--- src/rtl/vga_sprite_composer.sv ---
// Pixel-colour stage: composites one ROM-fetched sprite over a solid background with 2-cycle latency.
// Define SPRITE_SCALE2X_EN to draw the sprite at 2x in each axis.
module vga_sprite_composer #(
    parameter int          SPR_W           = 32,
    parameter int          SPR_H           = 32,
    parameter int          ADDR_W          = 10,
    parameter logic [23:0] TRANSPARENT_KEY = 24'hFF00FF
) (
    input  logic              vga_clk,
    input  logic              reset_n,
    input  logic [9:0]        x_pos,
    input  logic [9:0]        y_pos,
    input  logic              wr_en,
    input  logic [1:0]        wr_addr,
    input  logic [23:0]       wr_data,
    output logic [ADDR_W-1:0] rom_addr,
    input  logic [23:0]       rom_data,
    output logic [7:0]        vga_r,
    output logic [7:0]        vga_g,
    output logic [7:0]        vga_b,
    output logic              frame_start
);

    function automatic logic [23:0] pick_rgb(input logic vld, input logic hit,
                                             input logic [23:0] tex, input logic [23:0] bg);
        if (!vld)
            return 24'h000000;
        else if (hit && (tex != TRANSPARENT_KEY))
            return tex;
        else
            return bg;
    endfunction

    logic [9:0]  shd_x_q, shd_y_q, act_x_q, act_y_q;
    logic        shd_en_q, act_en_q;
    logic [23:0] shd_bg_q, act_bg_q;

    logic [10:0]       dx_p0, dy_p0;
    logic              vld_p0, hit_p0, commit_p0;
    logic [ADDR_W-1:0] addr_p0;

    logic        vld_p1_q, hit_p1_q, frame_start_q;
    logic [23:0] rgb_d, rgb_q;

    // Stage p0: sprite hit test and ROM address, straight from the raw counters
    assign commit_p0 = (x_pos == 10'd0) && (y_pos == 10'd480);
    assign vld_p0    = (x_pos < 10'd640) && (y_pos < 10'd480);
    assign dx_p0     = {1'b0, x_pos} - {1'b0, act_x_q};
    assign dy_p0     = {1'b0, y_pos} - {1'b0, act_y_q};

`ifdef SPRITE_SCALE2X_EN
    assign hit_p0  = act_en_q && vld_p0
                  && ({1'b0, x_pos} >= {1'b0, act_x_q}) && (dx_p0 < 11'(2 * SPR_W))
                  && ({1'b0, y_pos} >= {1'b0, act_y_q}) && (dy_p0 < 11'(2 * SPR_H));
    assign addr_p0 = ADDR_W'(dy_p0 >> 1) * ADDR_W'(SPR_W) + ADDR_W'(dx_p0 >> 1);
`else
    assign hit_p0  = act_en_q && vld_p0
                  && ({1'b0, x_pos} >= {1'b0, act_x_q}) && (dx_p0 < 11'(SPR_W))
                  && ({1'b0, y_pos} >= {1'b0, act_y_q}) && (dy_p0 < 11'(SPR_H));
    assign addr_p0 = ADDR_W'(dy_p0) * ADDR_W'(SPR_W) + ADDR_W'(dx_p0);
`endif

    assign rom_addr = hit_p0 ? addr_p0 : '0;

    // Stage p2: ROM word is valid now; background comes from the active register
    always_comb begin
        rgb_d = pick_rgb(vld_p1_q, hit_p1_q, rom_data, act_bg_q);
    end

    always_ff @(posedge vga_clk or negedge reset_n) begin
        if (!reset_n) begin
            shd_x_q       <= '0;
            shd_y_q       <= '0;
            shd_en_q      <= 1'b0;
            shd_bg_q      <= '0;
            act_x_q       <= '0;
            act_y_q       <= '0;
            act_en_q      <= 1'b0;
            act_bg_q      <= '0;
            vld_p1_q      <= 1'b0;
            hit_p1_q      <= 1'b0;
            rgb_q         <= '0;
            frame_start_q <= 1'b0;
        end else begin
            if (wr_en) begin
                case (wr_addr)
                    2'd0:    shd_x_q  <= wr_data[9:0];
                    2'd1:    shd_y_q  <= wr_data[9:0];
                    2'd2:    shd_en_q <= wr_data[0];
                    default: shd_bg_q <= wr_data;
                endcase
            end
            // Commit reads the shadow before this edge, so a same-cycle write waits a frame
            if (commit_p0) begin
                act_x_q  <= shd_x_q;
                act_y_q  <= shd_y_q;
                act_en_q <= shd_en_q;
                act_bg_q <= shd_bg_q;
            end
            vld_p1_q      <= vld_p0;
            hit_p1_q      <= hit_p0;
            rgb_q         <= rgb_d;
            frame_start_q <= commit_p0;
        end
    end

    assign vga_r       = rgb_q[23:16];
    assign vga_g       = rgb_q[15:8];
    assign vga_b       = rgb_q[7:0];
    assign frame_start = frame_start_q;

endmodule

--- config.mk ---
export PLATFORM = sky130hd
export DESIGN_NAME = vga_sprite_composer
export DESIGN_NICKNAME = d
export VERILOG_FILES = /design/src/rtl/vga_sprite_composer.sv
export SDC_FILE = /design/constraint.sdc
export NUM_CORES = 1
export LEC_CHECK = 0
export CORE_UTILIZATION = 57
export DETAILED_ROUTE_END_ITERATION = 10
export PLACE_DENSITY = 0.94
export SLEW_MARGIN = 40
export SYNTH_ARGS = -nofsm -noshare
export SYNTH_HDL_FRONTEND = slang
export SYNTH_SLANG_ARGS = --single-unit
--- constraint.sdc ---
create_clock -name vga_clk -period 13.7 [get_ports vga_clk]
set_clock_uncertainty 0.2 [all_clocks]
set_input_delay 4.11 -clock vga_clk [delete_from_list [all_inputs] [get_ports vga_clk]]
set_output_delay 4.11 -clock vga_clk [all_outputs]
set_load 0.01 [all_outputs]
==> run summary <==
The count of TritonRoute iterations in the first routing pass was 5. Critical path startpoint category: an input pin. From bottom edge to top edge, the die measures 104 um. After floorplanning, the core was divided into 36 placement rows. The data arrival at the endpoint of the critical path is 8.08 ns. Count of pins on the block boundary: 108.

The placed instances occupy a cell area of 7110 sq um. Total count of hold-check failures in the final report: 0. For this design the ratio of total power to cell area is 121 nW/um^2. The tools report the critical path capture point as rom_addr[9]. The routed design has 16200 um of wire. Summed over all cells, the static leakage comes to 3.35 nW. The worst hold path passes through 2 cells.

Setup repair after global routing left no endpoint under its margin. Final setup violation count: 0. The critical path depth was 17; the data required time of the worst path was 9.39 ns.

Counting instances in the post-synthesis netlist gives the leading cell types as 117 x sky130_fd_sc_hd__dfrtp_1, 73 x sky130_fd_sc_hd__mux2_2, 29 x sky130_fd_sc_hd__mux2i_1. In the final routed layout, each cell accounts on average for 21.6 um. In this run, CTS created clock tree buffers numbering 17. The tools report the highest clock rate as 80.7 MHz.

Worst reg2reg path endpoint: hit_p1_q$_DFF_PN0_. In the routed layout, each cell is associated on average with a via count of 6.00. The worst setup path is captured at an output port.

The number of cells on the worst reg-to-reg path was 8; the setup TNS after final layout was 0 ns. The startpoint identified for the worst register-to-register timing path is act_x_q[0]$_DFFE_PN0P_. The signal on the critical path passes through clkdlybuf4s50_1, inv_1, ha_1, inv_1, fa_1, a21o_2, a221oi_4, nor3b_1, a211o_2, inv_1, ha_1, a21oi_1, xnor2_1, xnor2_1, nand3_1, nor4_1, clkdlybuf4s50_1. The floorplan step set the die width to 104 um. Worst-case headroom to the max-slew limit: 51.6%.

The global-route wire length before repair came out at 25800 um. For this run, design rule violations remaining after detail routing come to 0. The tools report the library cell used as clock root buffer as sky130_fd_sc_hd__clkbuf_8. Worst-case vdd ir drop: 111 uV.

For the via count of the first global-routing pass, the log shows 4889. The netlist uses 54 different library cells. The final critical path takes up 90.4% of the cycle. The tool flagged a number of max-cap violations equal to 0. Counting every net in the synthesized netlist gives 591. The combined buffer and inverter count along the critical path is 5. The run gives 81 as the maximum number of pins on one net before global-route repair.

In this design, the stage delay of the slowest critical-path cell is 0.59 ns. Maximum level of the CTS H-tree: 4. The tightest min-delay check is of the reg -> reg type. For this run, the number of Yosys warnings is 0.

For the clock insertion delay at the later pin of the skew report, the log shows 0.55 ns. Once detail routing completed, the nets flagged for antenna violations numbered 0. The synthesis-stage register bit count came out at 117. The flow ran to the end, and the final reports show no timing, DRC or antenna violations.

Among all flip-flop cells after synthesis, the most frequent one is sky130_fd_sc_hd__dfrtp_1. TritonCTS built the clock tree. The number of pins exceeding their max-slew limit in the final report is 0, and the number of instances in the synthesized netlist is 491. The number of antenna diodes was 0; the number of flops mapped to enable cells by yosys was 0. After routing the design area is 7730 sq um. The tools report the setup slack of the worst register-to-register path as 10.72 ns. The most common cell in the synthesized netlist is sky130_fd_sc_hd__dfrtp_1. The critical path in this run is classified as in -> out. On the critical path, the stage with the largest delay is an instance of sky130_fd_sc_hd__clkdlybuf4s50_1. In this run the worst setup path begins at x_pos[0]. Summed over its instances, the top area cell type makes up 49.8% of the synthesized netlist area. The area growth from synthesis to layout is 31.4%. For the floorplan die area, the log shows 10700 sq um. After legalization and detailed placement, the total HPWL measured 10600 um. The global placement routability congestion was 0.875; the final global-route overflow total was 0. In the post-synthesis netlist, the biggest area contributors are sky130_fd_sc_hd__dfrtp_1 50%, sky130_fd_sc_hd__mux2_2 14%, sky130_fd_sc_hd__ha_1 5.1%.

The count of buffers added on input and output ports is 107. The actual transition at the worst max-transition pin came out at 0.726 ns. A synthesized cell averages 12.0 sq um. For the sequential share of the synthesized area, the log shows 49.8%. Of all nets on the critical path, the largest fanout is 12. Shortest clock period the worst path allows after layout: 12.39 ns.

For this configuration, the core starts out at a cell density of 59.4%. The core region is 9910 sq um. For the total number of vias, the log shows 4503.

The cell accounting for the most synthesized area was sky130_fd_sc_hd__dfrtp_1. The cell area that synthesis handed to floorplanning was 5880 sq um. The clock passes through at most 2 buffers. The tools report the number of DRC violations after detailed-routing iteration 0 as 296. The tree built by TritonCTS fans out to 117 sinks. Number of gates resized after cts: 0. In the final layout, the share of cells above drive strength 1 is 22.0%. The number of hold buffers added after CTS was 0.

Buffers added to address setup during post-CTS repair amount to 0. Most numerous cell on the critical path: sky130_fd_sc_hd__inv_1. Grouping stages by cell kind, the critical path spends the most delay in buffers and inverters.

The aggregate global-route resource usage is 32.4%, and the number of inserted filler cells in the final layout is 601. The initial antenna violation count is 0. For this run, asynchronously set or reset flops after synthesis account for 100%.

After clock tree synthesis, the clock-pin slew on the worst setup and hold paths is 0.06 ns. The run gives 705 as the final layout net count.
## stage by stage
| stage | worst slack, ns | utilization [%] | total power, mW | cells | hold WS (ns) |
|---|---|---|---|---|---|
| 3_3_place_gp | 1.50 | 71.5 | 0.475 | 717 | 0.257 |
| 3_5_place_dp | 1.40 | 71.8 | 0.483 | 719 | 0.271 |
| 6_report | 1.31 | 78.0 | 0.936 | 751 | 0.292 |
| 5_1_grt | 1.16 | 78.0 | 0.965 | 751 | 0.317 |
| 2_1_floorplan | 2.50 | - | 0.435 | 491 | 0.244 |
| 4_1_cts | 1.35 | 77.9 | 0.938 | 751 | 0.300 |
## cell families after synthesis
group	count (synthesis)	share of synthesized area, %
AOI/OAI and AO/OA	68	8.00
xor gates and xnor gates	10	1.49
adders and majority gates	27	6.12
and+or+nand+nor	120	12.3
DFF	117	49.8
muxes	102	18.9
buffers and inverters	47	3.47
## how the worst min path moves through the flow
stage,start,end,slack [ns]
2_1_floorplan,shd_y_q[1]$_DFFE_PN0P_,act_y_q[1]$_DFFE_PN0P_,0.24
3_3_place_gp,shd_y_q[5]$_DFFE_PN0P_,act_y_q[5]$_DFFE_PN0P_,0.26
3_5_place_dp,shd_y_q[3]$_DFFE_PN0P_,act_y_q[3]$_DFFE_PN0P_,0.27
4_1_cts,shd_x_q[1]$_DFFE_PN0P_,act_x_q[1]$_DFFE_PN0P_,0.30
5_1_grt,shd_bg_q[19]$_DFFE_PN0P_,shd_bg_q[19]$_DFFE_PN0P_,0.32
6_report,shd_x_q[1]$_DFFE_PN0P_,act_x_q[1]$_DFFE_PN0P_,0.29
## power by group
part           total, mW  switching, mW  internal, mW  leakage, nW
combinational     0.0943         0.0419        0.0524         1.62
clock              0.454          0.171         0.283        0.284
sequential         0.388         0.0164         0.371         1.44
## layout by cell type (no fill, tap or decap), types with 3 or more instances in the layout
cell / netlist / layout
sky130_fd_sc_hd__nor2b_1: 27 / 27
sky130_fd_sc_hd__nor4_2: 10 / 10
sky130_fd_sc_hd__nor3_1: 4 / 4
sky130_fd_sc_hd__clkinvlp_4: 0 / 4
sky130_fd_sc_hd__o21a_1: 7 / 7
sky130_fd_sc_hd__ha_1: 24 / 24
sky130_fd_sc_hd__clkinv_4: 0 / 4
sky130_fd_sc_hd__nor4_1: 5 / 5
sky130_fd_sc_hd__mux2_2: 73 / 73
sky130_fd_sc_hd__nor2_1: 13 / 13
sky130_fd_sc_hd__dfrtp_1: 117 / 117
sky130_fd_sc_hd__clkdlybuf4s50_1: 0 / 106
sky130_fd_sc_hd__nand3_1: 10 / 10
sky130_fd_sc_hd__xnor2_1: 7 / 7
sky130_fd_sc_hd__nand2_1: 27 / 27
sky130_fd_sc_hd__o21ai_0: 21 / 21
sky130_fd_sc_hd__bufinv_16: 0 / 3
sky130_fd_sc_hd__fa_1: 3 / 3
sky130_fd_sc_hd__mux2i_1: 29 / 29
sky130_fd_sc_hd__clkbuf_16: 0 / 16
sky130_fd_sc_hd__xor2_1: 3 / 3
sky130_fd_sc_hd__inv_1: 28 / 28
sky130_fd_sc_hd__nand2b_1: 4 / 4
sky130_fd_sc_hd__nand4_1: 5 / 5
sky130_fd_sc_hd__a21o_1: 4 / 4
sky130_fd_sc_hd__buf_4: 1 / 5
sky130_fd_sc_hd__a21oi_1: 14 / 13
## worst register-to-register path: cells and delay by family, from the launching register on
family,cells,cell delay [ns]
AOI/OAI and AO/OA,3,1.15
adders and majority gates,2,0.56
DFF,1,0.36
and+or+nand+nor,1,0.34
xor gates and xnor gates,1,0.19
buffers and inverters,1,0.05
## final cells by class
cell class / count / area, sq um / share of cell area, %
tap: 133 / 166 / 2.15
clock inverter: 14 / 178 / 2.30
multi-input combinational: 327 / 2790 / 36.1
inverter: 28 / 105 / 1.36
timing repair buffer: 114 / 1140 / 14.7
sequential: 117 / 2930 / 37.9
clock buffer: 18 / 428 / 5.54
## sequential cells by signal (all words and copies together), names as in the netlist
name         flops
act_bg_q        24
act_en_q         1
act_x_q         10
act_y_q         10
frame_start      1
hit_p1_q         1
rgb_q           24
shd_bg_q        24
shd_en_q         1
shd_x_q         10
shd_y_q         10
vld_p1_q         1
## per-layer routing
metal | GRT usage (%) | share of wire [%] | up-vias
met4 | 19.7 | 4.3 | 0
li1 | - | - | 1982
met3 | 6.99 | 5.5 | 59
met5 | 0 | 0 | -
met1 | 36.3 | 37 | 2249
met2 | 56.4 | 53 | 213
Note: power is estimated with default switching activity, not from simulation.
